## src/rtl/alu_mc.sv

```systemverilog
// Multi-cycle ALU: single-cycle logic/arith ops, WIDTH-step shift-add MUL and restoring DIV.
// Results and flags are registered on entry to DONE and held until the next completion.
module alu_mc #(
    parameter int WIDTH = 13
) (
    input  logic             i_clk,
    input  logic             i_rst_n,
    input  logic             i_start,
    input  logic [3:0]       i_opcode,
    input  logic [WIDTH-1:0] i_dataA,
    input  logic [WIDTH-1:0] i_dataB,
    output logic [WIDTH-1:0] o_result,
    output logic [WIDTH-1:0] o_remainder,
    output logic             o_checkbranch,
    output logic             o_ovf,
    output logic             o_divz,
    output logic             o_busy,
    output logic             o_done
);
    localparam int CNTW = $clog2(WIDTH + 1);

    localparam logic [3:0] OP_ADD = 4'd1, OP_SUB = 4'd2, OP_MUL = 4'd3, OP_DIV = 4'd4,
                           OP_AND = 4'd5, OP_OR  = 4'd6, OP_XOR = 4'd7, OP_J   = 4'd8,
                           OP_BEQ = 4'd9, OP_BGT = 4'd10, OP_BLT = 4'd11, OP_BNE = 4'd12,
                           OP_SW  = 4'd13, OP_LD = 4'd14, OP_LSL = 4'd15;

    typedef enum logic [1:0] {IDLE, ITER, DONE} state_t;

    state_t            state_q, state_d;
    logic [CNTW-1:0]   cnt_q, cnt_d;
    logic              isdiv_q, isdiv_d;
    logic [WIDTH-1:0]  opb_q, opb_d;
    logic [WIDTH-1:0]  hi_q, hi_d, lo_q, lo_d;
    logic [WIDTH-1:0]  result_q, result_d, rem_q, rem_d;
    logic              cb_q, cb_d, ovf_q, ovf_d, divz_q, divz_d, busy_q, busy_d, done_q, done_d;

    logic [WIDTH:0]    add_s, sub_s, mac, rs;
    logic [WIDTH+1:0]  dtry;

    always_comb begin
        add_s = {1'b0, i_dataA} + {1'b0, i_dataB};
        sub_s = {1'b0, i_dataA} - {1'b0, i_dataB};
        // MUL: {hi,lo} holds partial product with multiplier in lo, shifted right each step
        mac   = {1'b0, hi_q} + (lo_q[0] ? {1'b0, opb_q} : '0);
        // DIV: {hi,lo} holds partial remainder and dividend/quotient, shifted left each step
        rs    = {hi_q, lo_q[WIDTH-1]};
        dtry  = {1'b0, rs} - {2'b00, opb_q};

        state_d  = state_q;
        cnt_d    = cnt_q;
        isdiv_d  = isdiv_q;
        opb_d    = opb_q;
        hi_d     = hi_q;
        lo_d     = lo_q;
        result_d = result_q;
        rem_d    = rem_q;
        cb_d     = cb_q;
        ovf_d    = ovf_q;
        divz_d   = divz_q;
        busy_d   = busy_q;
        done_d   = 1'b0;

        unique case (state_q)
            IDLE: begin
                if (i_start) begin
                    if (i_opcode == OP_MUL || (i_opcode == OP_DIV && i_dataB != '0)) begin
                        state_d = ITER;
                        busy_d  = 1'b1;
                        cnt_d   = '0;
                        isdiv_d = (i_opcode == OP_DIV);
                        opb_d   = (i_opcode == OP_MUL) ? i_dataA : i_dataB;
                        lo_d    = (i_opcode == OP_MUL) ? i_dataB : i_dataA;
                        hi_d    = '0;
                    end else begin
                        state_d  = DONE;
                        done_d   = 1'b1;
                        result_d = '0;
                        rem_d    = '0;
                        cb_d     = 1'b0;
                        ovf_d    = 1'b0;
                        divz_d   = 1'b0;
                        unique case (i_opcode)
                            OP_ADD: begin result_d = add_s[WIDTH-1:0]; ovf_d = add_s[WIDTH]; end
                            OP_SUB: begin result_d = sub_s[WIDTH-1:0]; ovf_d = sub_s[WIDTH]; end
                            OP_DIV: begin result_d = '1; rem_d = i_dataA; divz_d = 1'b1; end
                            OP_AND: result_d = i_dataA & i_dataB;
                            OP_OR:  result_d = i_dataA | i_dataB;
                            OP_XOR: result_d = i_dataA ^ i_dataB;
                            OP_J, OP_SW, OP_LD: result_d = add_s[WIDTH-1:0];
                            OP_BEQ: cb_d = (i_dataA == i_dataB);
                            OP_BGT: cb_d = (i_dataA > i_dataB);
                            OP_BLT: cb_d = (i_dataA < i_dataB);
                            OP_BNE: cb_d = (i_dataA != i_dataB);
                            OP_LSL: result_d = (i_dataB >= WIDTH'(WIDTH)) ? '0 : (i_dataA << i_dataB);
                            default: result_d = '0;
                        endcase
                    end
                end
            end
            ITER: begin
                cnt_d = cnt_q + 1'b1;
                if (isdiv_q) begin
                    if (!dtry[WIDTH+1]) begin
                        hi_d = dtry[WIDTH-1:0];
                        lo_d = {lo_q[WIDTH-2:0], 1'b1};
                    end else begin
                        hi_d = rs[WIDTH-1:0];
                        lo_d = {lo_q[WIDTH-2:0], 1'b0};
                    end
                end else begin
                    hi_d = mac[WIDTH:1];
                    lo_d = {mac[0], lo_q[WIDTH-1:1]};
                end
                if (cnt_q == CNTW'(WIDTH - 1)) begin
                    state_d  = DONE;
                    busy_d   = 1'b0;
                    done_d   = 1'b1;
                    result_d = lo_d;
                    rem_d    = isdiv_q ? hi_d : '0;
                    ovf_d    = !isdiv_q && (hi_d != '0);
                    cb_d     = 1'b0;
                    divz_d   = 1'b0;
                end
            end
            DONE:    state_d = IDLE;
            default: state_d = IDLE;
        endcase
    end

    always_ff @(posedge i_clk or negedge i_rst_n) begin
        if (!i_rst_n) begin
            state_q  <= IDLE;
            cnt_q    <= '0;
            isdiv_q  <= 1'b0;
            opb_q    <= '0;
            hi_q     <= '0;
            lo_q     <= '0;
            result_q <= '0;
            rem_q    <= '0;
            cb_q     <= 1'b0;
            ovf_q    <= 1'b0;
            divz_q   <= 1'b0;
            busy_q   <= 1'b0;
            done_q   <= 1'b0;
        end else begin
            state_q  <= state_d;
            cnt_q    <= cnt_d;
            isdiv_q  <= isdiv_d;
            opb_q    <= opb_d;
            hi_q     <= hi_d;
            lo_q     <= lo_d;
            result_q <= result_d;
            rem_q    <= rem_d;
            cb_q     <= cb_d;
            ovf_q    <= ovf_d;
            divz_q   <= divz_d;
            busy_q   <= busy_d;
            done_q   <= done_d;
        end
    end

    assign o_result      = result_q;
    assign o_remainder   = rem_q;
    assign o_checkbranch = cb_q;
    assign o_ovf         = ovf_q;
    assign o_divz        = divz_q;
    assign o_busy        = busy_q;
    assign o_done        = done_q;
endmodule

```

## config.mk

```make
export PLATFORM = sky130hd
export DESIGN_NAME = alu_mc
export DESIGN_NICKNAME = d
export VERILOG_FILES = /design/src/rtl/alu_mc.sv
export SDC_FILE = /design/constraint.sdc
export NUM_CORES = 1
export LEC_CHECK = 0
export BUFFER_PORTS_ARGS = -buffer_cell sky130_fd_sc_hd__buf_2
export CORE_AREA = 2 2 141 143
export CTS_CLUSTER_DIAMETER = 60
export DETAILED_ROUTE_END_ITERATION = 8
export DIE_AREA = 0 0 143 145
export PLACE_DENSITY = 0.58
export SLEW_MARGIN = 0
export SYNTH_ARGS = -nofsm -noshare
export SYNTH_HDL_FRONTEND = slang
export SYNTH_SLANG_ARGS = --single-unit
```

## constraint.sdc

```tcl
create_clock -name i_clk -period 4.1 [get_ports i_clk]
set_input_delay 0.205 -clock i_clk [delete_from_list [all_inputs] [get_ports i_clk]]
set_output_delay 0.205 -clock i_clk [all_outputs]
set_load 0.02 [all_outputs]
```

# Word level (Yosys, flattened, before mapping)
# Cells that the tools add are included.
[classes] add_sub_neg=5 order_cmp=3 n_eq_ne=23 n_shift=1 mux=54 bitwise=3 n_reduce_logical=14
[op_table] op="13-bit 2-to-1 mux" n=20
[op_table] op="13-bit one-hot mux with 2 select lines" n=4
[op_table] op="13-bit one-hot mux with 7 select lines" n=1
[op_table] op="4-bit == test (second input constant)" n=9
[op_table] op="13-bit by 13-bit adder with 14-bit output" n=2
[op_table] op="13-bit nonzero test" n=2
[op_table] op="4-bit by 3-bit == test with 1-bit output (second input constant)" n=4
[op_table] op="1-bit 2-to-1 mux" n=15
[op_table] op="14-bit by 13-bit subtractor with 15-bit output" n=1
[op_table] op="13-bit by 13-bit subtractor with 14-bit output" n=1
[op_table] op="13-bit AND" n=1
[op_table] op="13-bit == test" n=1
[op_table] op="13-bit by 4-bit >= comparator with 1-bit output (second input constant)" n=1
[op_table] op="13-bit > comparator" n=1
[op_table] op="13-bit less-than comparator" n=1
[op_table] op="13-bit != test" n=1
[op_table] op="13-bit bitwise OR" n=1
[op_table] op="13-bit by 13-bit << shifter with 13-bit output" n=1
[op_table] op="13-bit XOR" n=1
[op_table] op="1-bit one-hot mux with 2 select lines" n=6
[op_table] op="4-bit by 2-bit == test with 1-bit output (second input constant)" n=2
[op_table] op="4-bit 2-to-1 mux" n=2
[op_table] op="2-bit != test (second input constant)" n=4
[op_table] op="4-bit one-hot mux with 2 select lines" n=1
[op_table] op="other kinds (15)" n=20
[word_totals] register_bits=77 inputBits=33 out_inout_bits=31 elab_cells=116

# Longest topological paths before layout
# Gate-level depths: netlist of the first run.
[logic_depth] depth_word=8 depth_mapped=14 mapped_depth_nobuf=13

# Least setup slack after synthesis of the first run
# OpenSTA, ideal clock, no wires.
[synth_path] kind="register to register" from="register lo_q[12]" to="register ovf_q (netlist: o_ovf)" setup_time_ns=0.126 arrival_ns=2.933 required_time_ns=3.974 path_slack_ns=1.041 path_stages_with_launch=14 n_path_buf=0 synth_period_minus_slack_ns=3.059 cell_sequence="dfrtp_1 -> inv_1 -> ha_1 -> inv_1 -> fa_1 -> a211oi_2 -> o21ai_2 -> and3b_4 -> o31a_1 -> or3_1 -> a311oi_2 -> o221ai_1 -> nor4_1 -> nor2_1"
[synth_via] elab_chain_len=8
[synth_rtl] item="start: declaration" line_no="33" text="logic [WIDTH-1:0] hi_q, hi_d, lo_q, lo_d;"
[synth_rtl] item="start signal: assignment" line_no="151" text="lo_q <= lo_d;"
[synth_rtl] item="14-bit by 13-bit subtractor with 15-bit output" line_no="47" text="dtry = {1'b0, rs} - {2'b00, opb_q};"
[synth_rtl] item="13-bit 2-to-1 mux (*)" line_no="103" text="if (!dtry[WIDTH+1]) begin"
[synth_rtl] item="13-bit 2-to-1 mux (*)" line_no="102" text="if (isdiv_q) begin"
[synth_rtl] item="13-bit 2-to-1 mux (*)" line_no="63" text="unique case (state_q)"
[synth_rtl] item="13-bit nonzero test (*)" line_no="120" text="ovf_d = !isdiv_q && (hi_d != '0);"
[synth_rtl] item="1-bit logical AND (*)" line_no="120"
[synth_rtl] item="1-bit 2-to-1 mux (*)" line_no="114" text="if (cnt_q == CNTW'(WIDTH - 1)) begin"
[synth_rtl] item="1-bit one-hot mux with 2 select lines (*)" line_no="63"
[synth_rtl] item="end signal: assignment" line_no="155" text="ovf_q <= ovf_d;"
[synth_rtl] item="end: declaration" line_no="35" text="logic cb_q, cb_d, ovf_q, ovf_d, divz_q, divz_d, busy_q, busy_d, done_q, done_d;"
# Every way passes the cells marked *; elsewhere a longest branch is shown, timed or not. The select of a mux whose other input is x is not followed.
# A chain may end at the register's enable or synchronous reset.

# Worst setup path in the final report of the first run
# Same ends and word-level chain as after synthesis.

==> flow_summary.yaml, run 1 <==
status:
  status: "finished, final reports clean"
placed_design:
  port_buffers: 63
  dp_hpwl_mm: 21.7
  place_congestion: 0.991
  dp_cells: 1295
synthesis:
  yosysTopAreaCellShare_pct: 24.3
  synthesis.nets: 1115
  ys_ff_latch: 77
  ys.flop_type: "dfrtp_1"
  synth-simple-area-share_pct: 18.2
  async_flop_share_pct: 100
  yosysTopAreaCell: "dfrtp_1"
  synth_area_per_cell_um2: 7.84
  synthTopCellsByCount: "nand2_1, o21ai_0, dfrtp_1"
  synth_area_leaders: "dfrtp_1, ha_1, mux2i_1, o21ai_0, nand2_1"
  synth_xor_area_share_pct: 1.66
  synthMuxAreaShare_pct: 7.88
  synthesis.area_mm2: 0.00793
  yosysSeqAreaShare_pct: 24.3
  synthAdderAreaFrac_pct: 11.6
  synth_top_family_by_area: "compound AO/OA/AOI/OAI gates"
  synth_edf_count: 0
  netlist_instances: 1011
  yosysWarnings: 0
  synth_compound_area_share_pct: 29.5
  yosysUniqueCellTypes: 79
  synth_most_common_cell: "nand2_1"
clock_network:
  insertion_delay_ns: 0.35
  cts_made_buffers: 9
  clockBufferDepth: 2
  cts_sinks: 77
  cts_tree: "yes"
  clkTransAtPathRegs_ns: 0.06
  htreeDepth: 3
  cts_setup_buffers: 0
  cts-root-buf: "clkbuf_16"
floorplanning:
  die_y_um: 145
  rows: 51
  ios: 64
  fp.dieW_um: 143
  initial_core_util_pct: 41.3
  coreArea_mm2: 0.0192
  die_area_mm2: 0.0207
sta:
  drv_slew: 0
  clock_skew_ns: 0.00585
  fin_tns_setup_ns: 0
  slew_headroom_pct: 43.3
  rsz0062_at_grt: "no"
  timing.fmax_mhz: 283
  finalCriticalPeriod_ns: 3.53
  fin_crit_sh_pct: 86.1
  finalHoldViolCount: 0
  setup_violations: 0
  worstMarginPinSlew_ns: 0.849
grt:
  antenna_found_initial: 0
  grt_pass1_wl_mm: 44.1
  track_usage_pct: 27.4
  grt_pass1_vias: 7548
  grt_start_max_net_pins: 50
  overflow: 0
setup_path:
  reg2reg_depth: 13
  rrSetupSlack_ns: 0.57
  cpLargestDelayFamily: "compound AO/OA/AOI/OAI gates"
  arrival_ns: 3.76
  critPathMaxFanout: 10
  required_ns: 4.33
  crit_path_top_delay_cell: "o311ai_0"
  cp-end-kind: "flop"
  crit_type: "flop to flop"
  timing.critical_path.cells: "inv_1 -> ha_1 -> inv_1 -> fa_1 -> a211oi_2 -> o21ai_2 -> and3b_4 -> o21ai_2 -> nand2_4 -> o311ai_0 -> nand4_1 -> nor4_1 -> nor2_1"
  max_stage_delay_ns: 0.55
  r2r-end: "o_ovf"
  crit_buf_inv: 2
  reg2reg_from: "lo_q[12]"
  cp-start-kind: "flop"
detailed_routing:
  drtAntennaViolNets: 0
  drc: 0
  viasPerCell: 6.12
  drt_iter0_drc: 783
  dr.pass1.iters: 5
  vias: 8026
  wl_per_cell_um: 21.6
  drt-total-wl_mm: 28.3
pwr:
  p_total_mw: 5.26
  cellLeakagePower_nw: 3.92
  power.density_mw_per_mm2: 598
  peakVddDrop_mv: 0.252
layout:
  fin_cells: 1312
  final_util_pct: 45.8
  fillers: 1915
  multi_input_area_mm2: 0.00547
  syn_to_final_growth_pct: 10.9
  antenna_cells: 0
  nets: 1146
  drive_gt1_share_pct: 12.6
  seqCellArea_mm2: 0.00193
hold_path:
  min_to: "o_remainder[12]"
  hold-path-cell-count: 3
  hold_class: "primary input to flop"
  hold_start: "i_dataA[12]"
flow_run:
  cap_viol_max_count: 0
==> flip-flops by register name (all words and copies together), names as in the netlist <==
signal,count
isdiv_q,1
hi_q,13
lo_q,13
o_remainder,13
o_ovf,1
o_divz,1
o_busy,1
opb_q,13
o_checkbranch,1
cnt_q,4
o_done,1
state_q,2
o_result,13
==> per-layer routing <==
layer / wire (µm) / vias to the layer above / track usage, %
li1: - / 3757 / -
met1: 13200 / 3900 / 41.0
met2: 12400 / 329 / 40.4
met3: 2230 / 40 / 4.92
met4: 501 / 0 / 6.88
met5: 0 / - / 0
==> how the worst max path moves through the flow <==
| stage | end | from | cells past startpoint | slack (ns) |
|---|---|---|---|---|
| floorplan | o_ovf | lo_q[12] | 13 | 1.04 |
| global placement | o_ovf | lo_q[12] | 13 | 0.67 |
| detailed placement | o_ovf | lo_q[12] | 13 | 0.61 |
| CTS | o_ovf | lo_q[12] | 13 | 0.60 |
| global route | o_ovf | lo_q[12] | 13 | 0.34 |
| finish | o_ovf | lo_q[12] | 13 | 0.57 |
==> cell type report <==
cell class                      count  share of cell area, %
Clock buffer                        9                   2.56
Clock inverter                      7                   1.11
Inverter                           72                   3.07
Multi-Input combinational cell    798                   62.1
Sequential cell                    77                   21.9
Tap cell                          265                   3.77
Timing Repair Buffer               84                   5.43
==> worst min-delay path, cell delays in order <==
cell and delay [ns]:
buf_2 0.19, a22oi_1 0.08, o21ai_0 0.07
==> metrics by stage <==
| step | hold slack, ns | setup slack, ns | cell area (µm²) |
|---|---|---|---|
| floorplan | -0.0906 | 1.04 | 7930 |
| global placement | 0.293 | 0.669 | 8460 |
| detailed placement | 0.280 | 0.611 | 8460 |
| CTS | 0.215 | 0.602 | 8790 |
| global route | 0.256 | 0.340 | 8790 |
| finish | 0.235 | 0.572 | 8790 |
==> logic make-up after synthesis <==
family / after synthesis
AOI/OAI and AO/OA: 351
and+or+nand+nor: 304
buffers and inverters: 136
DFF: 77
adders and majority gates: 71
muxes: 57
xor gates and xnor gates: 15
==> power breakdown <==
part           switching [mW]  leakage [nW]  internal, mW
sequential              0.289         0.995          1.04
combinational            1.92          2.78          1.13
clock                   0.347         0.152         0.535
total                    2.56          3.92          2.70
==> repair_timing <==
action	in CTS	in global routing
hold buffers	1	0
endpoints found under the hold margin	48	0
resized for setup	0	0
==> cells in the final DEF, fill, tap and decap left out, drive strengths merged, types with 12 or more instances in the layout <==
cell type	count
nor2	69
and2	17
a211oi	12
dfrtp	77
a221o	13
a221oi	13
a31oi	12
mux2i	50
nand3	15
inv	73
nand2b	14
nor3	34
ha	67
o21ai	103
a21oi	74
nand2	110
buf	83
Note: power is estimated with default switching activity, not from simulation.
==> run 2, diff against run 1 <==
- BUFFER_PORTS_ARGS: -buffer_cell sky130_fd_sc_hd__buf_2 -> unset
- DONT_BUFFER_PORTS: unset -> 1
- PLACE_DENSITY: 0.58 -> 0.55
- clock period: 4.1 -> 4.15 ns (I/O delays scaled with it)
==> run 2 against run 1 <==
Critical path depth unchanged. Non-clock buffer count down 61. Cell area down 3.3%. Sequential share of layout area up 0.74 points. Clock-buffer cell count up 1. Utilization down 1.5 points. Hold slack worse by 0.22 ns. Worst setup slack better by 0.040 ns. First-iteration DRC count down 2.4%. Final cell count down 4.6%. Flip-flop and latch count unchanged. Critical path type unchanged. Largest power group unchanged. Highest routed layer unchanged.
==> flow_summary.yaml, run 2 (synthesis gave the netlist of run 1 again) <==
detailed_routing:
  drc: 0
  drtAntennaViolNets: 0
  viasPerCell: 6.23
  dr.pass1.iters: 5
  drt_iter0_drc: 764
  vias: 7799
  drt-total-wl_mm: 28.1
  wl_per_cell_um: 22.4
clock_network:
  cts-root-buf: "clkbuf_16"
  cts_setup_buffers: 0
  htreeDepth: 3
  cts_made_buffers: 9
  clkTransAtPathRegs_ns: 0.07
  ctsResizeCount: 0
  cts_sinks: 77
  clockBufferDepth: 2
  cts_tree: "yes"
  insertion_delay_ns: 0.36
grt:
  grt_pass1_wl_mm: 43.3
  grt_pass1_vias: 7156
  overflow: 0
  antenna_found_initial: 1
  track_usage_pct: 27.0
  grt_start_max_net_pins: 78
layout:
  multi_input_area_mm2: 0.00547
  mostFrequentLayoutCells: "nand2_1, o21ai_0, dfrtp_1, a21oi_1, inv_1"
  drive_gt1_share_pct: 6.29
  antenna_cells: 0
  final_common_cell: "nand2_1"
  seqCellArea_mm2: 0.00193
  fin_cells: 1251
  nets: 1085
  fillers: 1976
  syn_to_final_growth_pct: 7.32
setup_path:
  critPathMaxFanout: 10
  cp-start-kind: "flop"
  timing.critical_path.cells: "inv_1 -> ha_1 -> inv_1 -> fa_1 -> a211oi_2 -> o21ai_2 -> and3b_4 -> o21ai_2 -> nand2_4 -> o311ai_0 -> nand4_1 -> nor4_1 -> nor2_1"
  arrival_ns: 3.78
  required_ns: 4.39
  cpLargestDelayFamily: "compound AO/OA/AOI/OAI gates"
  max_stage_delay_ns: 0.63
  crit_buf_inv: 2
  cp-end-kind: "flop"
  rrSetupSlack_ns: 0.61
  crit_path_top_delay_cell: "o311ai_0"
  crit_type: "flop to flop"
sta:
  timing.fmax_mhz: 283
  finalHoldViolCount: 0
  drv_slew: 0
  finalCriticalPeriod_ns: 3.54
  setup_violations: 0
  rsz0062_at_grt: "no"
  fin_crit_sh_pct: 85.3
  clock_skew_ns: 0.0134
  slew_headroom_pct: 44.3
  fin_tns_setup_ns: 0
  worstMarginPinSlew_ns: 0.834
floorplanning:
  die_y_um: 145
  initial_core_util_pct: 41.3
  ios: 64
  rows: 51
  fp.dieW_um: 143
  die_area_mm2: 0.0207
  coreArea_mm2: 0.0192
flow_run:
  cap_viol_max_count: 0
pwr:
  power.density_mw_per_mm2: 584
  cellLeakagePower_nw: 3.66
  peakVddDrop_mv: 0.305
placed_design:
  place_congestion: 0.924
  dp_cells: 1226
  port_buffers: 0
  dp_hpwl_mm: 21.1
hold_path:
  hold_class: "primary input to flop"
status:
  status: "finished, final reports clean"
## run 2: cell count changes in the layout (fill, tap and decap cells not counted), sizes merged
| cell | before | now |
|---|---|---|
| buf | 83 | 15 |
| dlygate4sd3 | 1 | 8 |
| clkinv | 2 | 4 |
| clkinvlp | 2 | 0 |
| bufinv | 2 | 1 |
| clkbuf | 9 | 10 |
## run 2: final timing paths
check	cells past startpoint	endpoint	from
min in group asynchronous	2	hi_q[9]	i_rst_n
worst min register to register	2	lo_q[10]	lo_q[10]
worst max-delay path	13	o_ovf	lo_q[12]
worst min-delay path	2	o_remainder[3]	i_dataA[3]
worst max register to register	13	o_ovf	lo_q[12]
max in group asynchronous	2	lo_q[4]	i_rst_n
## run 2: through the flow
step / setup slack, ns / area, µm² / hold WS (ns) / util (%) / total power, mW
after floorplan: 1.09 / 7930 / -0.0881 / - / 3.38
after global placement: 0.755 / 8100 / -0.0857 / 42.2 / 4.06
after detailed placement: 0.672 / 8100 / -0.0856 / 42.2 / 4.06
after CTS: 0.648 / 8510 / 0.000775 / 44.3 / 4.93
after global routing: 0.341 / 8510 / 0.000912 / 44.3 / 5.35
final: 0.611 / 8510 / 0.0134 / 44.3 / 4.97
## run 2: layout make-up
cell class	count	share of cell area (%)
clock buffer	10	2.69
clock inverter	6	0.853
inverter	72	3.18
multi-input combinational	798	64.2
sequential	77	22.6
tap	265	3.90
timing repair buffer	23	2.50
## run 2: what timing repair did
| item | in CTS | in global routing |
|---|---|---|
| hold buffers | 9 | 0 |
| hold endpoints to repair | 84 | 0 |
| setup endpoints to repair | 0 | 0 |
## run 2: power by group
group          total (mW)  switching, mW  internal, mW
Clock               0.828          0.355         0.473
Sequential           1.45          0.429          1.02
Combinational        2.68           1.64          1.04
Total                4.97           2.42          2.54
## run 2: worst reg2reg max path, delay by kind of cell (launching register included)
family	cells	cell delay, ns
buffers and inverters	2	0.17
adder cells (fa/ha/maj)	2	0.59
flip-flops	1	0.39
AND/OR/NAND/NOR	5	0.91
AO/OA/AOI/OAI	4	1.37
## run 2: layer usage
layer  wire (µm)  global-route usage, %  share of wire, %
met1       13000                   41.5                46
met2       12000                   39.5                43
met3        2580                   4.03               9.2
met4         447                   6.09               1.6
met5           0                      0                 0
==> run 3, diff against run 2 <==
- RECOVER_POWER: unset -> 25
- SKIP_LAST_GASP: unset -> 1
==> run 3 against run 2 <==
The flow now finishes with violations (max-capacitance violations, max-slew violations). Global-route usage unchanged. Register-to-register slack barely moved. Utilization fell by 0.12 points. Worst setup slack got worse by 0.014 ns. Power rose by 0.36%. Fmax down 0.38%. Clock-buffer cell count unchanged. Sequential power hardly changed. Cell area shrank 0.26%. Non-clock buffer count stayed put. Final cell count stayed put. Largest cell class unchanged.
==> flow_summary.yaml, run 3 (synthesis gave the netlist of run 1 again) <==
status:
  status: "finished with violations"
  violations: "max-capacitance violations, max-slew violations"
setup_path:
  crit_buf_inv: 2
  cp-end-kind: "flop"
  max_stage_delay_ns: 0.63
  cp-endpoint: "o_ovf"
  cp-start-kind: "flop"
  rrSetupSlack_ns: 0.60
  reg2reg_from: "lo_q[12]"
  critPathMaxFanout: 10
  crit_type: "flop to flop"
  cp-startpoint: "lo_q[12]"
  arrival_ns: 3.79
  cpLargestDelayFamily: "compound AO/OA/AOI/OAI gates"
  required_ns: 4.39
  crit_cells: 13
  timing.critical_path.cells: "inv_1 -> ha_1 -> inv_1 -> fa_1 -> a211oi_2 -> o21ai_2 -> and3b_4 -> o21ai_2 -> nand2_4 -> o311ai_0 -> nand4_1 -> nor4_1 -> nor2_1"
  r2r-end: "o_ovf"
  crit_path_top_delay_cell: "o311ai_0"
  reg2reg_depth: 13
sta:
  finalCriticalPeriod_ns: 3.55
  slew_headroom_pct: -32.3
  timing.fmax_mhz: 281
  worstMarginPinSlew_ns: 1.98
  drv_slew: 78
  fin_crit_sh_pct: 85.6
  rsz0062_at_grt: "no"
  setup_violations: 0
  setup_ws_ns: 0.597
  fin_tns_setup_ns: 0
  finalHoldViolCount: 0
  clock_skew_ns: 0.0146
placed_design:
  dp_cells: 1226
  place_congestion: 0.924
  place_ws_ns: 0.672
  port_buffers: 0
  dp_hpwl_mm: 21.1
pwr:
  p_total_mw: 4.98
  power.density_mw_per_mm2: 587
  power_switching_mw: 2.44
  power_frac_seq_pct: 29.1
  cellLeakagePower_nw: 3.65
  power_frac_comb_pct: 54.2
  p_sw_share_pct: 49.0
  clockPowerShare_pct: 16.7
  intPower_mw: 2.54
  peakVddDrop_mv: 0.309
clock_network:
  cts_tree: "yes"
  cts_setup_buffers: 0
  clockBufferDepth: 2
  cts_sinks: 77
  insertion_delay_ns: 0.36
  cts_made_buffers: 9
  clkTransAtPathRegs_ns: 0.07
  htreeDepth: 3
  cts-root-buf: "clkbuf_16"
layout:
  syn_to_final_growth_pct: 7.04
  drive_gt1_share_pct: 6.29
  fin_cells: 1251
  nets: 1085
  antenna_cells: 0
  final_common_cell: "nand2_1"
  final_util_pct: 44.2
  mostFrequentLayoutCells: "nand2_1, o21ai_0, dfrtp_1, a21oi_1, inv_1"
detailed_routing:
  dr.pass1.iters: 6
  drt-total-wl_mm: 28.1
  vias: 7775
  drc: 0
  wl_per_cell_um: 22.5
  drtAntennaViolNets: 0
  drt_iter0_drc: 811
  viasPerCell: 6.22
floorplanning:
  rows: 51
  fp.dieW_um: 143
  initial_core_util_pct: 41.3
  coreArea_mm2: 0.0192
  die_y_um: 145
  ios: 64
  die_area_mm2: 0.0207
grt:
  grt_pass1_wl_mm: 43.3
  overflow: 0
  grt_pass1_vias: 7156
  grt_start_max_net_pins: 78
  track_usage_pct: 27.0
  antenna_found_initial: 1
hold_path:
  hold_class: "primary input to flop"
flow_run:
  cap_viol_max_count: 1
[run 3: cell count changes in the layout (fill, tap and decap cells not counted), sizes merged]
cell and change:
clkbuf +1, buf -1
[run 3: worst reg2reg max path, cell delays in order (launching register included)]
cell and delay, ns:
dfrtp_1 0.39, inv_1 0.11, ha_1 0.19, inv_1 0.06, fa_1 0.41, a211oi_2 0.30
o21ai_2 0.15, and3b_4 0.22, o21ai_2 0.29, nand2_4 0.17, o311ai_0 0.63, nand4_1 0.15
nor4_1 0.29, nor2_1 0.08
[run 3: timing repair]
action,in CTS,in global routing
resized for setup,0,0
hold endpoints to repair,84,0
hold buffers,9,0
[run 3: metal layers]
layer | GRT usage, % | wire, µm | part of all wire [%]
met3 | 4.03 | 2480 | 8.8
met5 | 0 | 0 | 0
met4 | 6.09 | 457 | 1.6
met1 | 41.5 | 13100 | 47
met2 | 39.5 | 12000 | 43
[run 3: worst min-delay path by stage]
stage | from | end | cells past startpoint
after global routing | i_dataA[2] | o_remainder[2] | 1
after CTS | i_dataA[3] | o_remainder[3] | 2
after global placement | i_rst_n | hi_q[11] | 0
after detailed placement | i_rst_n | hi_q[11] | 0
final | i_dataA[3] | o_remainder[3] | 2
after floorplan | i_rst_n | cnt_q[0] | 0
[run 3: final cells by class]
| cell class | count | area [µm²] |
|---|---|---|
| multi-input cells | 798 | 5470 |
| clock buffers | 10 | 229 |
| inverters | 72 | 270 |
| clock inverters | 6 | 72.6 |
| fillers | 1979 | 10700 |
| repair buffers | 23 | 190 |
| well taps | 265 | 332 |
| flip-flops and latches | 77 | 1930 |
[run 3: power groups by stage]
| stage | Combinational (mW) | Sequential [mW] | Clock (mW) |
|---|---|---|---|
| after global placement | 2.60 | 1.46 | 0 |
| after floorplan | 2.06 | 1.32 | 0 |
| after detailed placement | 2.60 | 1.46 | 0 |
| after CTS | 2.64 | 1.45 | 0.839 |
| final | 2.70 | 1.45 | 0.832 |
| after global routing | 2.97 | 1.50 | 0.878 |
[run 3: stage by stage]
stage | area (µm²) | hold slack [ns]
6_report | 8490 | 0.0112
5_1_grt | 8490 | 0.000912
4_1_cts | 8510 | 0.000775
3_5_place_dp | 8100 | -0.0856
3_3_place_gp | 8100 | -0.0857
2_1_floorplan | 7930 | -0.0881
